### src/rtl/sum_delay_ctrl_pkg.sv
// Shared types and constants for the sum-delay filter configuration controller.
`timescale 1ns/1ps
package sum_delay_ctrl_pkg;
  typedef enum logic [1:0] {
    RUN    = 2'd0,
    DRAIN  = 2'd1,
    APPLY  = 2'd2,
    WARMUP = 2'd3
  } state_e;

  localparam int DEFAULT_SEL_C = 24;
  localparam int DRAIN_W       = 4;
endpackage

### src/rtl/sum_delay_warmup_cnt.sv
// Saturating count of fresh samples after a delay change; done looks at the next
// count so the controller can leave WARMUP right after the m-th sample.
`timescale 1ns/1ps
module sum_delay_warmup_cnt #(
  parameter int SIZE = 5
) (
  input  logic            clk,
  input  logic            rst,
  input  logic            clr_i,
  input  logic            en_i,
  input  logic [SIZE-1:0] target_i,
  output logic            done_o
);
  logic [SIZE:0] cnt_q, cnt_d;

  always_comb begin
    cnt_d = cnt_q;
    if (clr_i)
      cnt_d = '0;
    else if (en_i && (cnt_q < {1'b0, target_i}))
      cnt_d = cnt_q + 1'b1;
  end

  assign done_o = (cnt_d >= {1'b0, target_i});

  always_ff @(posedge clk or posedge rst) begin
    if (rst) cnt_q <= '0;
    else     cnt_q <= cnt_d;
  end
endmodule

### src/rtl/sum_delay_ctrl.sv
// Delay-change controller: stalls the stream, reprograms and clears the delay line,
// then masks filter output until the line holds m samples of the new history.
`timescale 1ns/1ps
module sum_delay_ctrl
  import sum_delay_ctrl_pkg::*;
#(
  parameter int SIZE         = 5,
  parameter int TowPowSIZE   = 32,
  parameter int DEFAULT_SEL  = DEFAULT_SEL_C,
  parameter int DRAIN_CYCLES = 2
) (
  input  logic            clk,
  input  logic            reset,
  input  logic            clear,
  input  logic [SIZE-1:0] cfg_tdata,
  input  logic            cfg_tvalid,
  output logic            cfg_tready,
  input  logic            smp_tvalid,
  input  logic            smp_tready,
  output logic            in_allow,
  output logic [SIZE-1:0] dly_sel_data,
  output logic            dly_sel_valid,
  output logic            dly_clear,
  output logic            out_gate,
  output logic [SIZE-1:0] cur_sel,
  output logic            busy
);
  localparam logic [SIZE-1:0]    DEF_SEL_C = SIZE'(DEFAULT_SEL % TowPowSIZE);
  localparam logic [DRAIN_W-1:0] DRAIN_LAST = DRAIN_W'(DRAIN_CYCLES - 1);

  state_e              state_q, state_d;
  logic [SIZE-1:0]     cur_q, cur_d, pend_q, pend_d;
  logic [DRAIN_W-1:0]  drain_q, drain_d;
  logic                sel_vld_q, dclr_q;
  logic                warm_done;

  sum_delay_warmup_cnt #(.SIZE(SIZE)) u_warm (
    .clk      (clk),
    .rst      (reset),
    .clr_i    (clear || (state_q != WARMUP)),
    .en_i     ((state_q == WARMUP) && smp_tvalid && smp_tready),
    .target_i (cur_q),
    .done_o   (warm_done)
  );

  always_comb begin
    state_d = state_q;
    cur_d   = cur_q;
    pend_d  = pend_q;
    drain_d = drain_q;
    case (state_q)
      RUN: if (cfg_tvalid && (cfg_tdata != cur_q)) begin
        pend_d  = cfg_tdata;
        drain_d = '0;
        state_d = DRAIN;
      end
      DRAIN: if (drain_q == DRAIN_LAST) begin
        cur_d   = pend_q;
        state_d = APPLY;
      end else begin
        drain_d = drain_q + 1'b1;
      end
      APPLY:   state_d = WARMUP;
      default: if (warm_done) state_d = RUN;
    endcase
    // Soft clear wins over everything, including a request arriving this cycle.
    if (clear) begin
      state_d = WARMUP;
      cur_d   = cur_q;
      pend_d  = cur_q;
    end
  end

  always_ff @(posedge clk or posedge reset) begin
    if (reset) begin
      state_q   <= WARMUP;
      cur_q     <= DEF_SEL_C;
      pend_q    <= DEF_SEL_C;
      drain_q   <= '0;
      sel_vld_q <= 1'b0;
      dclr_q    <= 1'b0;
    end else begin
      state_q   <= state_d;
      cur_q     <= cur_d;
      pend_q    <= pend_d;
      drain_q   <= drain_d;
      sel_vld_q <= (state_d == APPLY);
      dclr_q    <= (state_d == APPLY) || clear;
    end
  end

  assign cfg_tready    = (state_q == RUN) && !clear;
  assign in_allow      = (state_q == RUN) || (state_q == WARMUP);
  assign out_gate      = (state_q == RUN);
  assign busy          = (state_q != RUN);
  assign cur_sel       = cur_q;
  assign dly_sel_data  = cur_q;
  assign dly_sel_valid = sel_vld_q;
  assign dly_clear     = dclr_q;
endmodule

### config.mk
export PLATFORM = sky130hd
export DESIGN_NAME = sum_delay_ctrl
export DESIGN_NICKNAME = d
export VERILOG_FILES = /design/src/rtl/sum_delay_ctrl_pkg.sv /design/src/rtl/sum_delay_warmup_cnt.sv /design/src/rtl/sum_delay_ctrl.sv
export SDC_FILE = /design/constraint.sdc
export NUM_CORES = 1
export LEC_CHECK = 0
export CAP_MARGIN = 15
export CORE_ASPECT_RATIO = 0.6
export CORE_MARGIN = 5
export CORE_UTILIZATION = 35
export CTS_CLUSTER_DIAMETER = 200
export CTS_CLUSTER_SIZE = 14
export DETAILED_ROUTE_END_ITERATION = 7
export GPL_TIMING_DRIVEN = 0
export PLACE_DENSITY_LB_ADDON = 0.2
export SYNTH_ARGS = -nofsm -noshare
export SYNTH_HDL_FRONTEND = slang
export SYNTH_HIERARCHICAL = 1
export SYNTH_SLANG_ARGS = --single-unit
### constraint.sdc
create_clock -name clk -period 8.15 [get_ports clk]
set_input_delay 1.63 -clock clk [delete_from_list [all_inputs] [get_ports clk]]
set_output_delay 1.63 -clock clk [all_outputs]
set_load 0.02 [all_outputs]
## Word level (Yosys, flattened, before mapping)

Index checks and enable logic that the tools add are counted.

- Register bits: 24
- Bits of input ports: 11
- Output and inout bits: 16

- Add/sub/neg operators: 2
- $lt $le $gt $ge: 2
- Eq/ne operators: 9
- Mux-type cells: 13
- Bitwise gates (word level): 1
- Reduce and logical (&&, ||, !) cells: 17

Operator list:

| operator | count |
|---|---|
| 5-bit 2-to-1 mux | 3 |
| 6-bit 2-to-1 mux | 2 |
| 2-bit 2-to-1 mux | 4 |
| 4-bit 2-to-1 mux | 2 |
| 4-bit case mux with 2 select lines | 1 |
| 2-bit nonzero test | 4 |
| 6-bit by 1-bit adder with 6-bit output, second input constant | 1 |
| 2-bit == test, second input constant | 3 |
| 6-bit by 5-bit greater-or-equal comparator with 1-bit output | 1 |
| 6-bit by 5-bit < comparator with 1-bit output | 1 |
| 2-bit case mux with 3 select lines | 1 |
| 3-bit AND reduction | 2 |
| 1-bit logical AND | 5 |
| 5-bit != test | 1 |
| 4-bit by 1-bit adder with 4-bit output, second input constant | 1 |
| 4-bit by 1-bit == test with 1-bit output, second input constant | 1 |
| 2-bit != test, second input constant | 2 |
| 1-bit logical OR | 3 |
| 2-bit by 1-bit == test with 1-bit output, second input constant | 1 |
| 2-bit logical NOT | 1 |
| 2-bit by 1-bit != test with 1-bit output, second input constant | 1 |
| 2-bit AND reduction | 1 |
| 1-bit logical NOT | 1 |
| 1-bit inverter | 1 |

## Longest topological paths before layout

Gate-level depths: netlist (run 1).

- Depth after elaboration: 12
- Gate-level depth with buffers: 16

## Modules after synthesis

The synthesis (run 1) kept the hierarchy.

Modules (own cells, without submodules):

| module | times used | cells an instance | area an instance (um2) | seq. area each (um2) |
|---|---|---|---|---|
| sum_delay_ctrl | 1 | 119 | 1,153.6 | 457.9 |
| sum_delay_warmup_cnt | 1 | 66 | 609.3 | 150.1 |

## Least setup slack after synthesis (run 1)

OpenSTA, ideal clock, no wires.

- Path type: input -> register
- Start: in smp_tready
- End: reg dclr_q, in the netlist dly_clear
- Data arrival time: 3.907 ns
- Required time: 8.011 ns
- Path slack: 4.104 ns
- Cell stages on the path: 14
- Path buffers: 0
- Cells stage by stage: and3_1 > nor3b_1 > o21a_2 > a21boi_4 > mux2i_1 > ha_1 > nor3b_1 > o21ai_0 > o211ai_1 > nand3_1 > o211a_1 > a211oi_1 > o21bai_1 > o31ai_2

- Word-level cells in the longest chain between the ends: 10

RTL lines:

| item | line | text |
|---|---|---|
| start, declared | sum_delay_ctrl.sv:19 | `input logic smp_tready,` |
| 1-bit logical AND | sum_delay_ctrl.sv:41 | `.en_i ((state_q == WARMUP) && smp_tvalid && smp_tready),` |
| 1-bit logical AND | sum_delay_warmup_cnt.sv:20 | `else if (en_i && (cnt_q < {1'b0, target_i}))` |
| 6-bit 2-to-1 mux | sum_delay_warmup_cnt.sv:20 |  |
| 6-bit 2-to-1 mux | sum_delay_warmup_cnt.sv:18 | `if (clr_i)` |
| 6-bit by 5-bit greater-or-equal comparator with 1-bit output | sum_delay_warmup_cnt.sv:24 | `assign done_o = (cnt_d >= {1'b0, target_i});` |
| via warm_done | sum_delay_ctrl.sv:35 | `logic warm_done;` |
| 2-bit 2-to-1 mux | sum_delay_ctrl.sv:64 | `default: if (warm_done) state_d = RUN;` |
| 2-bit case mux with 3 select lines | sum_delay_ctrl.sv:51 | `case (state_q)` |
| 2-bit 2-to-1 mux | sum_delay_ctrl.sv:67 | `if (clear) begin` |
| via state_d[0] | sum_delay_ctrl.sv:31 | `state_e state_q, state_d;` |
| 2-bit == test | sum_delay_ctrl.sv:88 | `dclr_q <= (state_d == APPLY) \|\| clear;` |
| 1-bit logical OR | sum_delay_ctrl.sv:88 |  |
| end signal, assigned | sum_delay_ctrl.sv:88 |  |
| end, declared | sum_delay_ctrl.sv:34 | `logic sel_vld_q, dclr_q;` |

The timed path passes the listed nets, and every way through them passes these cells.
A chain may end at the register's enable or synchronous reset.

## Worst setup path after layout (run 1)

- Start: in clear
- End: reg dclr_q, in the netlist dly_clear

- Word-level cells in the longest chain between the ends: 8

RTL lines:

| item | line | text |
|---|---|---|
| start, declared | sum_delay_ctrl.sv:14 | `input logic clear,` |
| 1-bit logical OR | sum_delay_ctrl.sv:40 | `.clr_i (clear \|\| (state_q != WARMUP)),` |
| 6-bit 2-to-1 mux | sum_delay_warmup_cnt.sv:18 |  |
| via u_warm.cnt_d[1] | sum_delay_warmup_cnt.sv:14 | `logic [SIZE:0] cnt_q, cnt_d;` |
| 6-bit by 5-bit greater-or-equal comparator with 1-bit output | sum_delay_warmup_cnt.sv:24 |  |
| via warm_done | sum_delay_ctrl.sv:35 |  |
| 2-bit 2-to-1 mux | sum_delay_ctrl.sv:64 |  |
| 2-bit case mux with 3 select lines | sum_delay_ctrl.sv:51 |  |
| 2-bit 2-to-1 mux | sum_delay_ctrl.sv:67 |  |
| via state_d[0] | sum_delay_ctrl.sv:31 |  |
| 2-bit == test | sum_delay_ctrl.sv:88 |  |
| 1-bit logical OR | sum_delay_ctrl.sv:88 |  |

The timed path passes the listed nets, and every way through them passes these cells.

==> impl_metrics.yaml, run 1 <==
run_status:
  status: "finished, final reports clean"
clocking:
  htreeDepth: 1
  clock_path_buffers: 2
  ctsHoldBuffers: 0
  ctsRootBufferMaster: "clkbuf_8"
  post_cts_buffers: 0
  cts.clk_slew.worst_paths_ps: 90
  clk_latency_ps: 270
  cts_tree: "done"
  clkSinkCount: 24
  cts_buffers: 3
  ctsResizeCount: 0
worst_setup_path:
  crit_fanout: 10
  critPathKind: "in2reg"
  required_ps: 8290
  max_stage_delay_ps: 610
  crit_chain: "clkdlybuf4s50_1 > inv_2 > clkbuf_1 > nand2_1 > clkbuf_1 > inv_1 > nand2_1 > mux2i_1 > ha_1 > nor3b_1 > o21ai_0 > o211ai_1 > nand3_1 > o211a_1 > a211oi_1 > o21bai_1 > o31ai_2"
  crit_path_start_kind: "input port"
  crit_family: "buffers and inverters"
  path_buf_inv: 5
  cp_slowest_cell: "clkdlybuf4s50_1"
  worstPathArrival_ps: 5110
  worstSetupEndpointType: "flip-flop"
global_routing:
  track_usage: 0.128
  grt_overflow: 0
  grt_pass1_wl_um: 6510
  grt_max_degree: 19
  grt_pass1_vias: 1308
  antenna_found_initial: 0
sta:
  period_needed_ps: 4980
  hold_viol_final: 0
  timing.fmax_ghz: 0.201
  final.setup.worst_slack_ps: 3170
  slew_headroom: 0.507
  rsz0062_at_grt: "no"
  tightest_slew_ps: 739
  final_max_slew_viol_count: 0
  setup_viol: 0
  setup_tns_ps: 0
  finalCritPeriodShare: 0.611
  skew_ps: 3.89
synth:
  synthTopCellsByCount: "dfrtp_1, ha_1, nor2_1, inv_1, a21oi_1"
  synth_area_leader_cell: "dfrtp_1"
  async_reset_ff_frac: 1.00
  synth_cells: 185
  yosysUniqueCellTypes: 42
  avgSynthCellArea_um2: 9.53
  ys_top_cells_by_area: "dfrtp_1, ha_1, dfstp_2"
  ys_warn_count: 6
  synth-seq-cells: 24
  seq_area_frac_synth: 0.345
  yosysMostFrequentCell: "dfrtp_1"
  syn_area_um2: 1760
  synth_edf_count: 0
  ys.flop_type: "dfrtp_1"
  synth_top_area_frac: 0.256
  syn_nets: 213
die:
  start_util: 0.354
  fp.dieW_um: 102
  core_area_um2: 4980
  die_y_um: 65.0
  die_area_um2: 6600
  io_pins: 27
  row_count: 20
drt:
  drc: 0
  vias: 1387
  wl_per_cell_um: 14.5
  first_pass_iters: 4
  drtIter0Drc: 57
  antenna_left: 0
  drt_wl_total_um: 4080
  via_per_inst: 4.94
power_and_ir_drop:
  cellPowerDensity_nw_per_um2: 333
  leakagePower_nw: 1.00
  p_switching_uw: 318
  p_int_uw: 401
  ir_drop_v: 0.000130
  power_frac_seq: 0.302
  swShare: 0.442
  p_comb_frac: 0.584
  p_clk_frac: 0.115
final_layout:
  layout.nets: 244
  area_growth_pct: 22.6
  diodes: 0
  drive_gt1_frac: 0.140
  num-fill-cells: 508
place:
  place_congestion: 0.837
  post-dp-hpwl_um: 3210
  pre_cts_slack_ps: 2950
  portBuffers: 26
min_path:
  hp-class: "reg2reg"
job:
  cap_violations: 0
state kept, by name (all words and copies together) (netlist names):
register / cells
cur_sel: 5
dly_clear: 1
dly_sel_valid: 1
drain_q: 4
pend_q: 5
state_q: 2
u_warm/cnt_q: 6
metal layers:
metal / up-vias / routed length, um / global-route usage
li1: 712 / - / -
met1: 642 / 2320 / 0.201
met2: 33 / 1490 / 0.170
met3: 0 / 267 / 0.0430
met4: 0 / 0 / 0.00995
met5: - / 0 / 0
metrics by stage:
step	hold slack, ps	std cells	power [mW]	util	instance area (um2)
detailed placement	477	277	0.640	0.423	2110
finish	501	281	0.720	0.434	2160
CTS	504	281	0.726	0.434	2160
global placement	480	277	0.638	0.423	2110
global route	528	281	0.783	0.434	2160
floorplan	464	185	0.498	-	1760
power by group through the flow:
| stage | Combinational, mW | Clock [mW] | Sequential (mW) |
|---|---|---|---|
| 5_1_grt | 0.467 | 0.0905 | 0.225 |
| 3_5_place_dp | 0.421 | 0 | 0.220 |
| 4_1_cts | 0.423 | 0.0853 | 0.218 |
| 2_1_floorplan | 0.275 | 0 | 0.223 |
| 3_3_place_gp | 0.419 | 0 | 0.219 |
| 6_report | 0.420 | 0.0825 | 0.217 |
cell usage in the layout, fill, tap and decap left out, types with 4 or more instances in the layout:
cell type        count
xor2_1               5
dfstp_2              6
o21ai_0              4
nand3_1              5
mux2i_1              7
dfrtp_1             18
inv_1               15
nor2b_1              4
clkbuf_1             4
o211ai_1             5
mux2_1               5
nand2_1             11
nor3_1               4
nor2_1              16
clkbuf_8             4
clkdlybuf4s50_1     26
ha_1                17
and3_1               5
buf_4                5
a21oi_1             13
cells by family after synthesis:
kind of cell | after synthesis | share of synthesized area
muxes | 16 | 0.104
DFF | 24 | 0.345
buffers and inverters | 27 | 0.0681
adders and majority gates | 17 | 0.121
AOI/OAI and AO/OA | 41 | 0.172
xor gates and xnor gates | 5 | 0.0248
and+or+nand+nor | 55 | 0.165
final cells by class:
class | count | area (um2) | share of cell area
clock buffers | 4 | 55.1 | 0.0255
repair buffers | 26 | 260 | 0.120
plain buffers | 9 | 52.6 | 0.0243
flip-flops and latches | 24 | 608 | 0.281
well taps | 66 | 82.6 | 0.0382
multi-input cells | 134 | 1030 | 0.479
inverters | 18 | 67.6 | 0.0313
final timing paths:
| path | startpoint | endpoint | slack (ps) | cells after the start |
|---|---|---|---|---|
| max | clear | dly_clear$_DFF_PP0_ | 3170 | 17 |
| min | pend_q[0]$_DFFE_PP0P_ | cur_sel[0]$_DFFE_PP0P_ | 500 | 1 |
| max reg2reg | state_q[1]$_DFF_PP1_ | dly_clear$_DFF_PP0_ | 4420 | 15 |
| min reg2reg | pend_q[0]$_DFFE_PP0P_ | cur_sel[0]$_DFFE_PP0P_ | 500 | 1 |
| max in group asynchronous | reset | cur_sel[2]$_DFFE_PP0P_ | 5870 | 2 |
| min in group asynchronous | reset | u_warm/cnt_q[0]$_DFF_PP0_ | 1620 | 2 |
Note: power is estimated with default switching activity, not from simulation.
==> run 2: changes to the inputs <==
==> constraint.sdc (replaced) <==
create_clock -name clk -period 4.2 [get_ports clk]
set_input_delay 0.84 -clock clk [delete_from_list [all_inputs] [get_ports clk]]
set_output_delay 0.84 -clock clk [all_outputs]
set_load 0.02 [all_outputs]
==> impl_metrics.yaml, run 2 (same netlist as run 1, synthesis figures left out) <==
place:
  post_dp_cell_area_um2: 2110
  place_congestion: 0.837
  dpl.cell_count: 277
  portBuffers: 26
  pre_cts_slack_ps: -209
  post-dp-hpwl_um: 3210
clocking:
  clkSinkCount: 24
  cts_buffers: 3
  clock_path_buffers: 2
  htreeDepth: 1
  cts_tree: "done"
  clk_latency_ps: 270
  ctsRootBufferMaster: "clkbuf_8"
  ctsHoldBuffers: 0
  ctsResizeCount: 0
  post_cts_buffers: 0
  cts.clk_slew.worst_paths_ps: 90
sta:
  slew_headroom: 0.513
  timing.fmax_ghz: 0.249
  final_max_slew_viol_count: 0
  finalCritPeriodShare: 0.956
  tightest_slew_ps: 729
  final.setup.worst_slack_ps: 183
  rsz0062_at_grt: "no"
  setup_viol: 0
  skew_ps: 4.33
  setup_tns_ps: 0
  hold_viol_final: 0
  period_needed_ps: 4020
drt:
  wl_per_cell_um: 14.6
  drt_wl_total_um: 4080
  antenna_left: 0
  first_pass_iters: 4
  drtIter0Drc: 51
  drc: 0
  vias: 1391
  via_per_inst: 4.97
power_and_ir_drop:
  leakagePower_nw: 1.01
  finalPower_mw: 1.39
  ir_drop_v: 0.000253
  cellPowerDensity_nw_per_um2: 646
final_layout:
  final_cell_mix: "clkdlybuf4s50_1, dfrtp_1, ha_1"
  largest_reg_flops: 6
  area_growth_pct: 22.4
  seqCellArea_um2: 608
  final_common_cell: "clkdlybuf4s50_1"
  layout.cells.non_filler: 280
  multi_input_area_um2: 1030
  diodes: 0
  regMostFlops: "u_warm/cnt_q"
  drive_gt1_frac: 0.145
  num-fill-cells: 509
  final_cell_area_um2: 2160
  layout.nets: 243
worst_setup_path:
  worstSetupEndpointType: "flip-flop"
  cp_slowest_cell: "clkdlybuf4s50_1"
  path_common_cell: "nor3b_1"
  crit_path_start_kind: "input port"
  worstPathArrival_ps: 4160
  required_ps: 4350
  critPathKind: "in2reg"
  crit_fanout: 4
  reg2reg_slack_ps: 450
  max_stage_delay_ps: 460
  crit_chain: "clkdlybuf4s50_1 > and3_1 > nor3b_1 > o21a_2 > a21boi_4 > mux2i_1 > ha_1 > nor3b_1 > o21ai_0 > o211ai_1 > nand3_1 > o211a_1 > a211oi_1 > o21bai_1 > o31ai_2"
job:
  cap_violations: 0
global_routing:
  antenna_found_initial: 0
  grt_pass1_wl_um: 6510
  grt_pass1_vias: 1308
  grt_overflow: 0
  grt_max_degree: 19
  track_usage: 0.128
min_path:
  hp-class: "reg2reg"
die:
  io_pins: 27
  core_area_um2: 4980
  start_util: 0.354
  die_y_um: 65.0
  row_count: 20
  die_area_um2: 6600
  fp.dieW_um: 102
run_status:
  status: "finished, final reports clean"
[run 2: changes by cell type in the layout (fill, tap and decap cells not counted), sizes merged]
cell / delta
clkbuf: -1
[run 2: per-layer routing]
layer	wire (um)	GRT usage	up-vias
met5	0	0	-
met3	292	0.0430	0
met2	1490	0.170	32
met4	0	0.00995	0
met1	2300	0.201	650
li1	-	-	709
[run 2: path summary, 6_finish.rpt]
check,endpoint,depth (start not counted),start
max,dly_clear$_DFF_PP0_,15,smp_tready
min,cur_sel[0]$_DFFE_PP0P_,1,pend_q[0]$_DFFE_PP0P_
max reg2reg,dly_clear$_DFF_PP0_,15,state_q[1]$_DFF_PP1_
min reg2reg,cur_sel[0]$_DFFE_PP0P_,1,pend_q[0]$_DFFE_PP0P_
max in group asynchronous,cur_sel[2]$_DFFE_PP0P_,2,reset
min in group asynchronous,u_warm/cnt_q[0]$_DFF_PP0_,2,reset
[run 2: through the flow]
step / util / hold slack, ps
6_report: 0.433 / 503
5_1_grt: 0.433 / 528
2_1_floorplan: - / 464
3_5_place_dp: 0.423 / 477
3_3_place_gp: 0.423 / 480
4_1_cts: 0.434 / 504
[run 2: worst max-delay path, delay by kind of cell]
family | cells | cell delay (ps)
compound gates | 8 | 1520
fa+ha+maj | 1 | 250
buf+inv | 1 | 460
mux | 1 | 230
simple gates | 4 | 870
[run 2: power breakdown]
part	switching [mW]	internal, mW	leakage (nW)
Sequential	0.0992	0.322	0.296
Clock	0.0751	0.0837	0.0288
Combinational	0.443	0.372	0.682
Total	0.617	0.778	1.01
[run 2: area by class of cell]
cell class                 count  area share
tap                           66      0.0383
buffer                         8      0.0232
sequential                    24       0.282
inverter                      18      0.0313
multi-input combinational    134       0.479
clock buffer                   4      0.0255
timing repair buffer          26       0.121
==> run 3: changes to the inputs <==
--- a/config.mk
+++ b/config.mk
@@ -18,3 +18,4 @@
 export SYNTH_HDL_FRONTEND = slang
 export SYNTH_HIERARCHICAL = 1
 export SYNTH_SLANG_ARGS = --single-unit
+export TNS_END_PERCENT = 20
==> results of run 3 <==
Final layout, timing and power as in run 2 (identical DEF).
